`config.mk`:
```
export PLATFORM = sky130hd
export DESIGN_NAME = rv32im_muldiv_unit
export DESIGN_NICKNAME = d
export VERILOG_FILES = /design/src/rtl/rv32im_muldiv_pkg.sv /design/src/rtl/rv32im_div_iter.sv /design/src/rtl/rv32im_muldiv_unit.sv
export SDC_FILE = /design/constraint.sdc
export NUM_CORES = 1
export LEC_CHECK = 0
export CAP_MARGIN = 20
export CORE_UTILIZATION = 63
export CTS_BUF_LIST = sky130_fd_sc_hd__clkbuf_2 sky130_fd_sc_hd__clkbuf_4 sky130_fd_sc_hd__clkbuf_8
export DETAILED_ROUTE_END_ITERATION = 7
export PLACE_DENSITY_LB_ADDON = 0.08
export SYNTH_ARGS = -nofsm -noshare
export SYNTH_HDL_FRONTEND = slang
export SYNTH_HIERARCHICAL = 1
export SYNTH_SLANG_ARGS = --single-unit
```
`constraint.sdc`:
```
create_clock -name clk_i -period 4.73 [get_ports clk_i]
set_clock_uncertainty 0.2 [all_clocks]
set_input_delay 0.473 -clock clk_i [delete_from_list [all_inputs] [get_ports clk_i]]
set_output_delay 0.473 -clock clk_i [all_outputs]
set_load 0.01 [all_outputs]
```
`src/rtl/rv32im_muldiv_pkg.sv`:
```
// Shared M-extension definitions: ALU opcode encodings, unit state encodings, default width.
// Opcode values match the single-cycle ALU so the decoder can steer either unit unchanged.
package rv32im_muldiv_pkg;

    localparam int XLEN_DEFAULT = 32;

    localparam logic [4:0] ALU_OPCODE_ADD    = 5'h00;
    localparam logic [4:0] ALU_OPCODE_SUB    = 5'h01;
    localparam logic [4:0] ALU_OPCODE_SLL    = 5'h02;
    localparam logic [4:0] ALU_OPCODE_SLT    = 5'h03;
    localparam logic [4:0] ALU_OPCODE_SLTU   = 5'h04;
    localparam logic [4:0] ALU_OPCODE_XOR    = 5'h05;
    localparam logic [4:0] ALU_OPCODE_SRL    = 5'h06;
    localparam logic [4:0] ALU_OPCODE_SRA    = 5'h07;
    localparam logic [4:0] ALU_OPCODE_OR     = 5'h08;
    localparam logic [4:0] ALU_OPCODE_AND    = 5'h09;
    localparam logic [4:0] ALU_OPCODE_MUL    = 5'h10;
    localparam logic [4:0] ALU_OPCODE_MULH   = 5'h11;
    localparam logic [4:0] ALU_OPCODE_MULHSU = 5'h12;
    localparam logic [4:0] ALU_OPCODE_MULHU  = 5'h13;
    localparam logic [4:0] ALU_OPCODE_DIV    = 5'h14;
    localparam logic [4:0] ALU_OPCODE_DIVU   = 5'h15;
    localparam logic [4:0] ALU_OPCODE_REM    = 5'h16;
    localparam logic [4:0] ALU_OPCODE_REMU   = 5'h17;

    typedef enum logic [2:0] {
        IDLE = 3'd0,
        MUL  = 3'd1,
        DIV  = 3'd2,
        FIX  = 3'd3,
        DONE = 3'd4
    } state_t;

endpackage

```
`src/rtl/rv32im_div_iter.sv`:
```
// Restoring divider on unsigned magnitudes, one quotient bit per cycle.
// Latency: XLEN cycles after start; done is high during the final iteration cycle.
// No backpressure: the owner must consume quotient/remainder before the next start.
module rv32im_div_iter #(
    parameter int XLEN = 32
) (
    input  logic            clk,
    input  logic            rst_n,
    input  logic            start,
    input  logic [XLEN-1:0] dividend,
    input  logic [XLEN-1:0] divisor,
    output logic            done,
    output logic [XLEN-1:0] quotient,
    output logic [XLEN-1:0] remainder
);
    localparam int CNT_W = $clog2(XLEN);

    logic             busy;
    logic [CNT_W-1:0] cnt;
    logic [XLEN-1:0]  dsr;
    logic [XLEN:0]    trial;
    logic [XLEN:0]    diff;

    // quotient doubles as the shift register feeding dividend bits into the remainder
    assign trial = {remainder, quotient[XLEN-1]};
    assign diff  = trial - {1'b0, dsr};
    assign done  = busy && (cnt == CNT_W'(XLEN - 1));

    always_ff @(posedge clk) begin
        if (!rst_n) begin
            busy      <= 1'b0;
            cnt       <= '0;
            dsr       <= '0;
            quotient  <= '0;
            remainder <= '0;
        end else if (start) begin
            busy      <= 1'b1;
            cnt       <= '0;
            dsr       <= divisor;
            quotient  <= dividend;
            remainder <= '0;
        end else if (busy) begin
            if (!diff[XLEN]) begin
                remainder <= diff[XLEN-1:0];
                quotient  <= {quotient[XLEN-2:0], 1'b1};
            end else begin
                remainder <= trial[XLEN-1:0];
                quotient  <= {quotient[XLEN-2:0], 1'b0};
            end
            cnt <= cnt + 1'b1;
            if (done) begin
                busy <= 1'b0;
            end
        end
    end

endmodule

```
`src/rtl/rv32im_muldiv_unit.sv`:
```
// M-extension unit: shift-add multiply, restoring divide, 1-cycle fast paths; RV32IM_MULDIV_FASTMUL_EN gives 1-cycle multiply.
// Latency: XLEN+2 cycles for iterative ops, 1 cycle for fast paths, issue-to-valid.
// Backpressure: result held in DONE until ready_i; ready_o only in IDLE, so no new issue while a result waits.
module rv32im_muldiv_unit
    import rv32im_muldiv_pkg::*;
#(
    parameter int XLEN  = XLEN_DEFAULT,
    parameter int TAG_W = 5
) (
    input  logic             clk_i,
    input  logic             rst_ni,
    input  logic             valid_i,
    output logic             ready_o,
    input  logic [4:0]       opcode_i,
    input  logic [XLEN-1:0]  operand_1_i,
    input  logic [XLEN-1:0]  operand_2_i,
    input  logic [TAG_W-1:0] tag_i,
    output logic             valid_o,
    input  logic             ready_i,
    output logic [XLEN-1:0]  result_o,
    output logic [TAG_W-1:0] tag_o,
    output logic             op_err_o
);
    localparam int              CNT_W = $clog2(XLEN);
    localparam logic [XLEN-1:0] XMIN  = {1'b1, {(XLEN-1){1'b0}}};

    state_t            state, state_nxt;
    logic              accept, is_m, is_mul, is_div;
    logic              op1_signed, op2_signed, neg1, neg2;
    logic [XLEN-1:0]   mag1, mag2;
    logic              fast_hit;
    logic [XLEN-1:0]   fast_res, fix_res;
    logic [4:0]        op_q;
    logic              s1_q, s2_q;
    logic [CNT_W-1:0]  counter;
    logic              mul_last;
    logic [2*XLEN-1:0] mul_prod, mul_signed;
    logic              div_start, div_done;
    logic [XLEN-1:0]   div_quo, div_rem, quo_signed, rem_signed;

    assign ready_o = (state == IDLE);
    assign valid_o = (state == DONE);
    assign accept  = valid_i && ready_o;

    assign is_mul = opcode_i inside {ALU_OPCODE_MUL, ALU_OPCODE_MULH, ALU_OPCODE_MULHSU, ALU_OPCODE_MULHU};
    assign is_div = opcode_i inside {ALU_OPCODE_DIV, ALU_OPCODE_DIVU, ALU_OPCODE_REM, ALU_OPCODE_REMU};
    assign is_m   = is_mul || is_div;

    assign op1_signed = opcode_i inside {ALU_OPCODE_MUL, ALU_OPCODE_MULH, ALU_OPCODE_MULHSU,
                                         ALU_OPCODE_DIV, ALU_OPCODE_REM};
    assign op2_signed = opcode_i inside {ALU_OPCODE_MUL, ALU_OPCODE_MULH, ALU_OPCODE_DIV, ALU_OPCODE_REM};
    assign neg1 = op1_signed && operand_1_i[XLEN-1];
    assign neg2 = op2_signed && operand_2_i[XLEN-1];
    assign mag1 = neg1 ? -operand_1_i : operand_1_i;
    assign mag2 = neg2 ? -operand_2_i : operand_2_i;

`ifdef RV32IM_MULDIV_FASTMUL_EN
    logic [2*XLEN-1:0] fast_prod;
    // low 2*XLEN bits of the extended product are correct for any signedness mix
    assign fast_prod = {{XLEN{neg1}}, operand_1_i} * {{XLEN{neg2}}, operand_2_i};
`endif

    always_comb begin
        fast_hit = 1'b0;
        fast_res = '0;
        if (!is_m) begin
            fast_hit = 1'b1;
        end else if (is_div && (operand_2_i == '0)) begin
            fast_hit = 1'b1;
            fast_res = (opcode_i inside {ALU_OPCODE_DIV, ALU_OPCODE_DIVU}) ? '1 : operand_1_i;
        end else if ((opcode_i inside {ALU_OPCODE_DIV, ALU_OPCODE_REM}) &&
                     (operand_1_i == XMIN) && (operand_2_i == '1)) begin
            fast_hit = 1'b1;
            fast_res = (opcode_i == ALU_OPCODE_DIV) ? XMIN : '0;
        end
`ifdef RV32IM_MULDIV_FASTMUL_EN
        else if (is_mul) begin
            fast_hit = 1'b1;
            fast_res = (opcode_i == ALU_OPCODE_MUL) ? fast_prod[XLEN-1:0] : fast_prod[2*XLEN-1:XLEN];
        end
`endif
    end

    assign mul_last = (counter == CNT_W'(XLEN - 1));

    always_comb begin
        state_nxt = state;
        case (state)
            IDLE: if (accept) state_nxt = fast_hit ? DONE : (is_mul ? MUL : DIV);
            MUL:  if (mul_last) state_nxt = FIX;
            DIV:  if (div_done) state_nxt = FIX;
            FIX:  state_nxt = DONE;
            DONE: if (ready_i) state_nxt = IDLE;
            default: state_nxt = IDLE;
        endcase
    end

    always_ff @(posedge clk_i) begin
        if (!rst_ni) begin
            state    <= IDLE;
            counter  <= '0;
            op_q     <= '0;
            s1_q     <= 1'b0;
            s2_q     <= 1'b0;
            result_o <= '0;
            tag_o    <= '0;
            op_err_o <= 1'b0;
        end else begin
            state   <= state_nxt;
            counter <= (state == MUL && !mul_last) ? counter + 1'b1 : '0;
            if (accept) begin
                op_q     <= opcode_i;
                s1_q     <= neg1;
                s2_q     <= neg2;
                tag_o    <= tag_i;
                op_err_o <= !is_m;
                if (fast_hit) begin
                    result_o <= fast_res;
                end
            end
            if (state == FIX) begin
                result_o <= fix_res;
            end
        end
    end

`ifdef RV32IM_MULDIV_FASTMUL_EN
    assign mul_prod = '0;
`else
    logic [XLEN-1:0] mcand;
    logic [XLEN:0]   mul_sum;

    // multiplier sits in the low half and drains out as partial sums shift in from the top
    assign mul_sum = {1'b0, mul_prod[2*XLEN-1:XLEN]} + (mul_prod[0] ? {1'b0, mcand} : '0);

    always_ff @(posedge clk_i) begin
        if (!rst_ni) begin
            mul_prod <= '0;
            mcand    <= '0;
        end else if (accept && is_mul) begin
            mul_prod <= {{XLEN{1'b0}}, mag1};
            mcand    <= mag2;
        end else if (state == MUL) begin
            mul_prod <= {mul_sum, mul_prod[XLEN-1:1]};
        end
    end
`endif

    assign div_start = accept && is_div && !fast_hit;

    rv32im_div_iter #(.XLEN(XLEN)) u_div (
        .clk       (clk_i),
        .rst_n     (rst_ni),
        .start     (div_start),
        .dividend  (mag1),
        .divisor   (mag2),
        .done      (div_done),
        .quotient  (div_quo),
        .remainder (div_rem)
    );

    assign mul_signed = (s1_q ^ s2_q) ? -mul_prod : mul_prod;
    assign quo_signed = (s1_q ^ s2_q) ? -div_quo : div_quo;
    assign rem_signed = s1_q ? -div_rem : div_rem;

    always_comb begin
        fix_res = rem_signed;
        case (op_q)
            ALU_OPCODE_MUL:                                         fix_res = mul_signed[XLEN-1:0];
            ALU_OPCODE_MULH, ALU_OPCODE_MULHSU, ALU_OPCODE_MULHU:   fix_res = mul_signed[2*XLEN-1:XLEN];
            ALU_OPCODE_DIV, ALU_OPCODE_DIVU:                        fix_res = quo_signed;
            default:                                                fix_res = rem_signed;
        endcase
    end

endmodule

```
==> qor.csv <==
stage,metric,value,unit
floorplan,initial core utilization,0.640,
setup_path,Reg2Reg Setup Slack,0.74,ns
status,outcome,"complete, no violations",
power,pwr dens,296,nW/um^2
power,leakage,8.65,nW
detailed_routing,met1 wire length,26.5,mm
cells_and_area,Final Net Count,2706,
setup_path,worst setup path startpoint,mul_prod[0],
grt,first-pass GRT wire length,105,mm
detailed_routing,Antenna Nets Post-Route,0,
cts,Clock Latency Late Sink,0.58,ns
grt,vias in the first global route,18100,
sta,period utilization,0.844,
grt,all-layer global routing usage,0.444,
power,Peak VDD IR,0.310,mV
detailed_routing,DRC viols,0,
sta,setup TNS,0,ns
sta,max-slew violations,0,
grt,antenna violations before repair,1,
detailed_routing,post-DR vias/cell,6.76,
hold_path,worst hold path endpoint,tag_o[4],
cts,number of CTS-inserted buffers,45,
place,RePlAce Congestion,1.09,
detailed_routing,Initial DRC Count,2500,
job,Max-Cap Viols,0,
setup_path,FF-to-FF path depth,11,
sta,setup ws final,0.737,ns
detailed_routing,WL per Instance,23.5,um
setup_path,WP data arrival,4.31,ns
sta,worst rel slew slack,0.240,
cells_and_area,Final Non-Filler Cells,2976,
sta,Hold WS,0.249,ns
place,detailed placer's ending HPWL,52.2,mm
place,pre-CTS setup slack,0.468,ns
floorplan,Core Footprint,29600,um^2
sta,Final min period,3.99,ns
detailed_routing,highest metal used,met5,
synthesis,Post-synth ARST share,0,
synthesis,Synth Instances,2503,
hold_path,hold_sp,tag_i[4],
cells_and_area,P&R area growth vs syn,12.6,%
cts,Clock Pin Slew Worst Setup and Hold Paths,0.07,ns
cts,Clock Tree Root,clkbuf_8,
cts,CTS tree,yes,
detailed_routing,Routed WL,70.0,mm
grt,pin count of the biggest net entering global routing,94,
sta,RSZ-0062 raised after global routing,no,
setup_path,Reg-to-Reg End,mul_prod[61],
sta,Max Freq,250,MHz
sta,Worst-Margin Slew,1.14,ns
synthesis,mapped cell area,18900,um^2
cts,TritonCTS Sinks,251,
sta,Hold Fails Final Rpt,0,
hold_path,worst min path class,in2reg,
setup_path,Worst Setup Start Kind,flop,
synthesis,ys flop type,dfxtp_1,
cells_and_area,number of diodes,0,
detailed_routing,DR WL met2,30.2,mm
cts,post-CTS setup buffers,0,
cells_and_area,"most common cell after layout, fill and taps aside",nand2_1,
setup_path,WP data required,5.04,ns
floorplan,Die ar.,30700,um^2
synthesis,Synth Area per Inst,7.56,um^2
synthesis,number of synthesized flops with an enable pin,0,
detailed_routing,DRT Pass-1 Iters,6,
setup_path,crit-path max FO,27,
cells_and_area,highest-count cells in the layout ignoring fill and taps,"nand2_1, nor2_1, dfxtp_1",
detailed_routing,vias,20100,
place,Placed Instances,2894,
synthesis,Post-Syn Nets,2657,
synthesis,warnings from Yosys,6,
cts,post-CTS sizing,0,
hold_path,Worst Hold Path Cells,3,
cells_and_area,share of post-route cells with drive strength above 1,0.0669,
setup_path,critical path class,reg2reg,
power,Pwr Total,6.31,mW
setup_path,Worst R2R Start,mul_prod[0],
synthesis,Synth Register Bits,251,
cts,Hold Buf Count CTS,0,
synthesis,sequential area share after synthesis,0.266,
grt,total gr overflow,0,
cts,H-tree levels,2,
cts,CTS max path bufs,3,
floorplan,Site Rows,63,
place,Port Buffer Count,117,
synthesis,count of different cell masters after synthesis,85,
floorplan,DIE WIDTH,175,um
detailed_routing,routed wl met3,7.15,mm
sta,count of final setup violators,0,
setup_path,crit end category,flop,
floorplan,Die Y,175,um
floorplan,# IOs,118,
[Yosys cell counts, types with 18 or more instances]
cell type  count  area share
clkbuf_1     128       0.025
nor4_1        24      0.0079
o31ai_1       33       0.013
nand4_1       23      0.0076
o22ai_1       46       0.015
ha_1          74       0.049
o211a_1       36       0.019
nor3_1        94       0.025
a31oi_1       61       0.020
nand2_1      309       0.061
nor2_1       257       0.051
a21oi_1      172       0.046
mux2i_1       69       0.037
a21o_1        30       0.012
o21a_1        20      0.0079
dfxtp_1      251        0.27
xor2_1       125       0.058
a311oi_1      29       0.013
nand3_1       37      0.0098
inv_1         67       0.013
xnor2_1      105       0.049
nand2b_1      18      0.0060
and3_1        24      0.0079
or3_1         24      0.0079
nor2b_1       45       0.015
o21ai_0      113       0.030
and2_1        49       0.016
or4_1         18      0.0071
[registers in the layout, summed over array words and instances, names as in the netlist, 32 cells and up]
register,count
mcand,32
mul_prod,64
result_o,32
u_div/dsr,32
u_div/quotient,32
u_div/remainder,32
[power by group]
| group | total [mW] | internal, mW | leakage, nW | switching, mW |
|---|---|---|---|---|
| Combinational | 1.60 | 0.578 | 6.05 | 1.02 |
| Sequential | 2.27 | 2.17 | 2.03 | 0.0965 |
| Clock | 2.45 | 1.46 | 0.560 | 0.987 |
| Total | 6.31 | 4.21 | 8.65 | 2.10 |
[final cells by class]
class / count / area [um^2]
Fill cell: 2372 / 8260
Sequential cell: 251 / 5030
Tap cell: 390 / 488
Clock buffer: 66 / 833
Inverter: 69 / 260
Multi-Input combinational cell: 2027 / 13000
Timing Repair Buffer: 158 / 1480
Clock inverter: 15 / 231
[metrics by stage]
stage	util	area (um^2)
CTS	0.720	21300
detailed placement	0.684	20200
global placement	0.684	20200
global route	0.721	21300
floorplan	-	18900
finish	0.721	21300
[worst max-delay path, stage by stage (launching register included)]
cell and delay (ns):
dfxtp_1 0.59, and2_1 0.29, ha_1 0.22, fa_1 0.42
a21o_1 0.22, a221oi_1 0.51, o2bb2ai_1 0.23, a21o_1 0.26
a41oi_1 0.30, a311oi_1 0.20, or3_1 0.38, nand3_1 0.09
[worst max-delay path by stage]
stage | to | slack (ns) | cells after the start
after global routing | mul_prod[61] | 0.53 | 11
final | mul_prod[61] | 0.74 | 11
after detailed placement | u_div/remainder[31] | 0.47 | 15
after CTS | mul_prod[61] | 0.79 | 11
after floorplan | u_div/remainder[22] | 1.01 | 14
after global placement | u_div/remainder[31] | 0.53 | 15
[metal layers]
layer	track usage	vias up
met1	0.550	9436
met4	0.333	2
met2	0.686	1278
met3	0.0807	297
li1	-	9117
met5	0	-
[cell families after synthesis]
family,after synthesis,synth area share
AND/OR/NAND/NOR,974,0.247
buffers and inverters,225,0.0519
multiplexers,69,0.0365
adder cells (fa/ha/maj),76,0.0511
flip-flops,251,0.266
XOR/XNOR,231,0.108
AO/OA/AOI/OAI,677,0.240
Power figures use the tool's default switching activity.
